### config.mk
export PLATFORM = sky130hd
export DESIGN_NAME = tile_renderer
export DESIGN_NICKNAME = d
export VERILOG_FILES = /design/src/rtl/vga_pkg.sv /design/src/rtl/board_state.sv /design/src/rtl/tile_renderer.sv
export SDC_FILE = /design/constraint.sdc
export NUM_CORES = 1
export LEC_CHECK = 0
export BUFFER_PORTS_ARGS = -buffer_cell sky130_fd_sc_hd__buf_2
export CAP_MARGIN = 20
export CORE_ASPECT_RATIO = 0.8
export CORE_MARGIN = 3
export CORE_UTILIZATION = 57
export DETAILED_ROUTE_END_ITERATION = 12
export PLACE_DENSITY = 0.81
export SETUP_SLACK_MARGIN = 0.4
export SLEW_MARGIN = 10
export SYNTH_ARGS = -nofsm -noshare
export SYNTH_HDL_FRONTEND = slang
export SYNTH_SLANG_ARGS = --single-unit
### constraint.sdc
create_clock -name dclk -period 3.4 [get_ports dclk]
set_input_delay 0.17 -clock dclk [delete_from_list [all_inputs] [get_ports dclk]]
set_output_delay 0.17 -clock dclk [all_outputs]
set_load 0.02 [all_outputs]
### src/rtl/vga_pkg.sv
// Shared VGA geometry, colour constants and the board command encoding
// for the tile puzzle renderer.
package vga_pkg;

  localparam int unsigned H_ACTIVE   = 640;
  localparam int unsigned V_ACTIVE   = 480;
  localparam logic [9:0]  APPLY_LINE = 10'd480;

  localparam logic [11:0] COL_BLACK  = 12'h000;
  localparam logic [11:0] COL_BG     = 12'h222;
  localparam logic [11:0] COL_CURSOR = 12'hFFF;
  localparam logic [11:0] COL_WON    = 12'h0F0;
  localparam logic [11:0] COL_BORDER = 12'h888;
  localparam logic [11:0] COL_LIT    = 12'hFF0;
  localparam logic [11:0] COL_DARK   = 12'h00F;

  typedef enum logic [2:0] {
    CMD_NONE,
    CMD_UP,
    CMD_DOWN,
    CMD_LEFT,
    CMD_RIGHT,
    CMD_FLIP
  } cmd_e;

  // Tiles toggled by a flip at (x,y): the tile and its in-board orthogonal neighbours.
  function automatic logic [15:0] flip_mask(input logic [1:0] x, input logic [1:0] y);
    logic [15:0] m;
    logic [1:0]  xm, xp, ym, yp;
    m  = '0;
    xm = x - 2'd1;
    xp = x + 2'd1;
    ym = y - 2'd1;
    yp = y + 2'd1;
    m[{y, x}] = 1'b1;
    if (x != 2'd0) m[{y, xm}] = 1'b1;
    if (x != 2'd3) m[{y, xp}] = 1'b1;
    if (y != 2'd0) m[{ym, x}] = 1'b1;
    if (y != 2'd3) m[{yp, x}] = 1'b1;
    return m;
  endfunction

endpackage

### src/rtl/board_state.sv
// Board, cursor and single-slot command queue; commands take effect only at
// the start of the first vertical blanking line so a frame never tears.
module board_state
  import vga_pkg::*;
#(
  parameter logic [15:0] RESET_BOARD = 16'h0660
) (
  input  logic        i_clk,
  input  logic        i_rst,
  input  logic [9:0]  i_hc,
  input  logic [9:0]  i_vc,
  input  logic        i_btn_up,
  input  logic        i_btn_down,
  input  logic        i_btn_left,
  input  logic        i_btn_right,
  input  logic        i_btn_flip,
  input  logic        i_load,
  input  logic [15:0] i_load_value,
  output logic [15:0] o_board,
  output logic [1:0]  o_cx,
  output logic [1:0]  o_cy,
  output logic        o_won
);

  logic [15:0] r_board;
  logic [1:0]  r_cx;
  logic [1:0]  r_cy;
  cmd_e        r_pend;
  logic        r_won;

  cmd_e        w_cmd;
  logic        w_apply;

  always_comb begin
    w_cmd = CMD_NONE;
    if      (i_btn_flip)  w_cmd = CMD_FLIP;
    else if (i_btn_up)    w_cmd = CMD_UP;
    else if (i_btn_down)  w_cmd = CMD_DOWN;
    else if (i_btn_left)  w_cmd = CMD_LEFT;
    else if (i_btn_right) w_cmd = CMD_RIGHT;
  end

  assign w_apply = (r_pend != CMD_NONE) && (i_hc == '0) && (i_vc == APPLY_LINE);

  // Load beats apply beats capture; capture only sees an empty slot.
  always_ff @(posedge i_clk) begin
    if (i_rst) begin
      r_board <= RESET_BOARD;
      r_cx    <= '0;
      r_cy    <= '0;
      r_pend  <= CMD_NONE;
      r_won   <= (RESET_BOARD == '0);
    end else begin
      r_won <= (r_board == '0);
      if (i_load) begin
        r_board <= i_load_value;
        r_cx    <= '0;
        r_cy    <= '0;
        r_pend  <= CMD_NONE;
      end else if (w_apply) begin
        r_pend <= CMD_NONE;
        case (r_pend)
          CMD_UP:    r_cy    <= r_cy - 2'd1;
          CMD_DOWN:  r_cy    <= r_cy + 2'd1;
          CMD_LEFT:  r_cx    <= r_cx - 2'd1;
          CMD_RIGHT: r_cx    <= r_cx + 2'd1;
          CMD_FLIP:  r_board <= r_board ^ flip_mask(r_cx, r_cy);
          default:   ;
        endcase
      end else if (r_pend == CMD_NONE) begin
        r_pend <= w_cmd;
      end
    end
  end

  assign o_board = r_board;
  assign o_cx    = r_cx;
  assign o_cy    = r_cy;
  assign o_won   = r_won;

endmodule

### src/rtl/tile_renderer.sv
// 4x4 lights-out board renderer: two-stage pixel pipeline (geometry, then
// colour) in front of the board_state game logic.
module tile_renderer
  import vga_pkg::*;
#(
  parameter int unsigned BOARD_X0    = 160,
  parameter int unsigned BOARD_Y0    = 80,
  parameter int unsigned TILE        = 80,
  parameter int unsigned BORDER      = 4,
  parameter logic [15:0] RESET_BOARD = 16'h0660
) (
  input  logic        dclk,
  input  logic        clr,
  input  logic [9:0]  hc,
  input  logic [9:0]  vc,
  input  logic        vidon,
  input  logic        btn_up,
  input  logic        btn_down,
  input  logic        btn_left,
  input  logic        btn_right,
  input  logic        btn_flip,
  input  logic        load_board,
  input  logic [15:0] load_value,
  output logic [3:0]  red,
  output logic [3:0]  green,
  output logic [3:0]  blue,
  output logic        won,
  output logic [1:0]  cursor_x,
  output logic [1:0]  cursor_y
);

  localparam logic [9:0] X0 = 10'(BOARD_X0);
  localparam logic [9:0] Y0 = 10'(BOARD_Y0);
  localparam logic [9:0] X1 = 10'(BOARD_X0 + 4 * TILE);
  localparam logic [9:0] Y1 = 10'(BOARD_Y0 + 4 * TILE);
  localparam logic [9:0] T1 = 10'(TILE);
  localparam logic [9:0] T2 = 10'(2 * TILE);
  localparam logic [9:0] T3 = 10'(3 * TILE);
  localparam logic [9:0] BW = 10'(BORDER);
  localparam logic [9:0] BF = 10'(TILE - BORDER);
  localparam logic [9:0] HA = 10'(H_ACTIVE);
  localparam logic [9:0] VA = 10'(V_ACTIVE);

  logic [15:0] w_board;
  logic [1:0]  w_cx, w_cy;
  logic        w_won;

  board_state #(.RESET_BOARD(RESET_BOARD)) u_board (
    .i_clk        (dclk),
    .i_rst        (clr),
    .i_hc         (hc),
    .i_vc         (vc),
    .i_btn_up     (btn_up),
    .i_btn_down   (btn_down),
    .i_btn_left   (btn_left),
    .i_btn_right  (btn_right),
    .i_btn_flip   (btn_flip),
    .i_load       (load_board),
    .i_load_value (load_value),
    .o_board      (w_board),
    .o_cx         (w_cx),
    .o_cy         (w_cy),
    .o_won        (w_won)
  );

  logic [9:0] w_dx, w_dy, w_ox, w_oy;
  logic [1:0] w_tx, w_ty;
  logic       w_in_board, w_border;

  assign w_dx = hc - X0;
  assign w_dy = vc - Y0;
  assign w_in_board = (hc >= X0) && (hc < X1) && (vc >= Y0) && (vc < Y1)
                   && (hc < HA) && (vc < VA);

  // Tile index by comparison against multiples of TILE instead of a divider.
  always_comb begin
    w_tx = 2'd0;
    w_ox = w_dx;
    if      (w_dx >= T3) begin w_tx = 2'd3; w_ox = w_dx - T3; end
    else if (w_dx >= T2) begin w_tx = 2'd2; w_ox = w_dx - T2; end
    else if (w_dx >= T1) begin w_tx = 2'd1; w_ox = w_dx - T1; end
    w_ty = 2'd0;
    w_oy = w_dy;
    if      (w_dy >= T3) begin w_ty = 2'd3; w_oy = w_dy - T3; end
    else if (w_dy >= T2) begin w_ty = 2'd2; w_oy = w_dy - T2; end
    else if (w_dy >= T1) begin w_ty = 2'd1; w_oy = w_dy - T1; end
    w_border = (w_ox < BW) || (w_ox >= BF) || (w_oy < BW) || (w_oy >= BF);
  end

  logic       r_s1_vidon, r_s1_in_board, r_s1_border;
  logic [1:0] r_s1_tx, r_s1_ty;

  always_ff @(posedge dclk) begin
    if (clr) begin
      r_s1_vidon    <= 1'b0;
      r_s1_in_board <= 1'b0;
      r_s1_border   <= 1'b0;
      r_s1_tx       <= '0;
      r_s1_ty       <= '0;
    end else begin
      r_s1_vidon    <= vidon;
      r_s1_in_board <= w_in_board;
      r_s1_border   <= w_border;
      r_s1_tx       <= w_tx;
      r_s1_ty       <= w_ty;
    end
  end

  logic [11:0] w_colour;
  logic [11:0] r_rgb;
  logic        w_bit, w_is_cursor;

  assign w_bit       = w_board[{r_s1_ty, r_s1_tx}];
  assign w_is_cursor = (r_s1_tx == w_cx) && (r_s1_ty == w_cy);

  always_comb begin
    w_colour = COL_BLACK;
    if (!r_s1_vidon)        w_colour = COL_BLACK;
    else if (!r_s1_in_board) w_colour = COL_BG;
    else if (r_s1_border)   w_colour = w_is_cursor ? COL_CURSOR : (w_won ? COL_WON : COL_BORDER);
    else                    w_colour = w_bit ? COL_LIT : COL_DARK;
  end

  always_ff @(posedge dclk) begin
    if (clr) r_rgb <= '0;
    else     r_rgb <= w_colour;
  end

  assign red      = r_rgb[11:8];
  assign green    = r_rgb[7:4];
  assign blue     = r_rgb[3:0];
  assign won      = w_won;
  assign cursor_x = w_cx;
  assign cursor_y = w_cy;

endmodule

==> results.txt <==
synth top area cells - dfxtp_1 23%, ha_1 13%, nor2_1 5.9%
R2R Setup Slk - 900 ps
crit end category - flop
first-pass iteration count of the detailed router - 5
CP arrival - 2860 ps
DR WL met2 - 4386 um
path category of the worst min-delay check - input pin to flop
clock sink count - 40
hold endpoint - r_s1_vidon$_SDFF_PP0_
Max clock buf depth - 2
NetSw - 0.3737 mW
Clock Skew - 4.173 ps
Fin. Hold Viols - 0
period utilization - 77.77%
Vias per Instance - 6.032
TritonCTS Buffers - 5
Int Pwr - 0.9863 mW
vias in the first global route - 3145
Seq/Total Area, Yosys - 23.14%
PD cells - 344.6 nW/um^2
slowest CP cell - nor3b_1
Final ANT Viol Nets - 0
CP peak stage delay - 560 ps
Post-Synthesis Cell Area - 3461 um^2
Ys Warns - 0
Switching Fraction - 27.48%
actual slew at the worst max-slew pin - 830.9 ps
Final Instance Area - 3946 um^2
Clock Latency Late Sink - 290 ps
critical path required time - 3620 ps
share of cells above drive strength 1 - 16.84%
area leader, netlist - dfxtp_1
placed instance area - 3787 um^2
largest net degree at the start of global routing - 31
Static Leak - 1.734 nW
Die H - 75.70 um
Async S/R FF share, synth - 0%
syn avg cell area - 7.812 um^2
drt total wl - 9288 um
Die X-Extent - 93.12 um
PortBufs - 61
area of the core - 5645 um^2
H-tree Lvls - 2
area grow syn2layout - 14.03%
R2R Path End - u_board.o_board[1]$_SDFFE_PP0P_
CP max FO - 10
cts hold-fix bufs - 0
clock network power share - 40.0%
CTS Root Cell - clkbuf_8
TNS Setup - 0 ps
initial core utilization - 61.30%
WS Path Type - input pin to flop
RSZ-0062 raised after global routing - no
Max-cap violations - 0
DR DRC count - 0
DR top layer - met4
WL met3 - 675 um
die footprint - 7048 um^2
global-route wire length before repair - 15080 um
synthesized instance count - 443
post-DP HPWL - 7071 um
Max Slew Vio Count - 0
run status - complete, no violations
cells on worst reg2reg path - 7
commonest cells in the netlist - 54 x nor2_1, 40 x a21oi_1, 40 x dfxtp_1, 36 x ha_1, 27 x nand2_1
final antenna diode count - 0
Yosys reg bits - 40
Logic pwr share - 22.0%
final core occ - 69.90%
Worst Hold Launch - vidon
initial drt markers - 263
Rows - 24
Worst R2R Start - u_board.r_pend[0]$_SDFFE_PP0N_
WHS - 80.91 ps
routability cong. - 0.9378
count leader, synth - nor2_1
Vias - 3444
placed cell count - 563
total track usage - 26.86%
VDD IR max - 0.2492 mV
M1 wire length - 4127 um
CTS tree - built
Cell Count, Final, Fillers Out - 571
Reg power frac - 38.0%
CP Launch Type - input pin
initial antenna violation count - 0
Most used DFF post-synth - dfxtp_1
Slew HR - 44.55%
total setup buffers inserted after CTS - 0
I/O Pins - 62
Peak Freq - 378.2 MHz
WL/cell - 16.27 um
Post-synth EDFFs - 0
Post-layout nets - 573
crit-path cells - buf_2 > inv_1 > ha_1 > nor2b_1 > nor3_1 > or2_2 > nor3b_1 > mux2i_1 > a21oi_1 > a21o_1 > a41oi_1
Yosys top cell area share - 23.14%
post_cts resized - 0
Congestion Overflow GR - 0
endpoints failing setup - 0
Worst-path clk slew - 80 ps
Cell variety after synth - 55
Post-Syn Nets - 524
Hold Crit Depth - 2
min Tclk post-route - 2644 ps
[how the worst max path moves through the flow]
stage,from,endpoint,slack [ps],depth (start not counted)
final,vc[4],r_s1_border$_SDFF_PP0_,760,11
after global routing,vc[4],r_s1_border$_SDFF_PP0_,500,12
after CTS,vc[4],r_s1_border$_SDFF_PP0_,810,11
after detailed placement,vc[4],r_s1_border$_SDFF_PP0_,490,11
after global placement,vc[4],r_s1_border$_SDFF_PP0_,520,11
after floorplan,vc[4],r_s1_border$_SDFF_PP0_,820,11
[power groups by stage]
stage	combinational [mW]	clock, mW	sequential, mW
finish	0.299	0.545	0.517
global route	0.333	0.571	0.520
CTS	0.295	0.550	0.516
detailed placement	0.293	0	0.527
global placement	0.288	0	0.526
floorplan	0.211	0	0.516
[cell usage in the layout, fill, tap and decap left out, types with 4 or more instances in the layout]
cell type  instances
clkbuf_8           5
o22ai_1            5
o21ai_0           18
nand4_1            6
and3_1             4
mux4_2             5
ha_1              36
xor2_1            16
inv_1             23
o211ai_1           5
a21oi_1           40
nand2_1           27
mux2i_1           12
a22oi_1            8
o21a_1             4
or3_1              6
a31oi_1            4
nor4_1             8
nor2_1            54
nor2b_1            9
dfxtp_1           40
nand2b_1           8
nor3_1            18
nand3_1            9
buf_2             61
xnor2_1           14
[critical path: cells and delay by family]
kind / cells / cell delay (ps)
AND/OR/NAND/NOR: 4 / 1300
AO/OA/AOI/OAI: 3 / 470
buffers and inverters: 2 / 320
adder cells (fa/ha/maj): 1 / 300
multiplexers: 1 / 290
[per-layer routing]
layer	global-route usage, %	up-vias
met2	44.13	138
met4	5.854	0
met3	6.515	11
met1	36.40	1616
li1	-	1679
met5	0	-
[metrics by stage]
step,setup WS [ps],power (mW)
after global placement,517.8,0.8140
final,756.0,1.360
after CTS,806.6,1.361
after detailed placement,494.0,0.8196
after floorplan,821.8,0.7273
after global routing,502.1,1.424
[flip-flops by register name (all words and copies together) (netlist names)]
name             cells
u_board.o_cy         2
r_s1_in_board        1
u_board.r_pend       3
u_board.o_won        1
r_s1_vidon           1
r_rgb                9
r_s1_border          1
u_board.o_cx         2
u_board.o_board     16
r_s1_tx              2
r_s1_ty              2
[area by class of cell]
class	count	area (um^2)
flip-flops and latches	40	800.8
clock buffers	5	68.82
well taps	78	97.59
repair buffers	64	327.8
inverters	23	86.33
multi-input cells	358	2475
clock inverters	3	90.09
fillers	503	1699
[cells by family after synthesis]
kind of cell             count (synthesis)  share of synthesized area [%]
AND/OR/NAND/NOR                        164                          23.93
AO/OA/AOI/OAI                          111                          20.25
buffers and inverters                   45                          5.350
flip-flops                              40                          23.14
adder cells (fa/ha/maj)                 36                          13.02
XOR/XNOR                                30                          7.592
multiplexers                            17                          6.725
(Power assumes the default switching activity.)
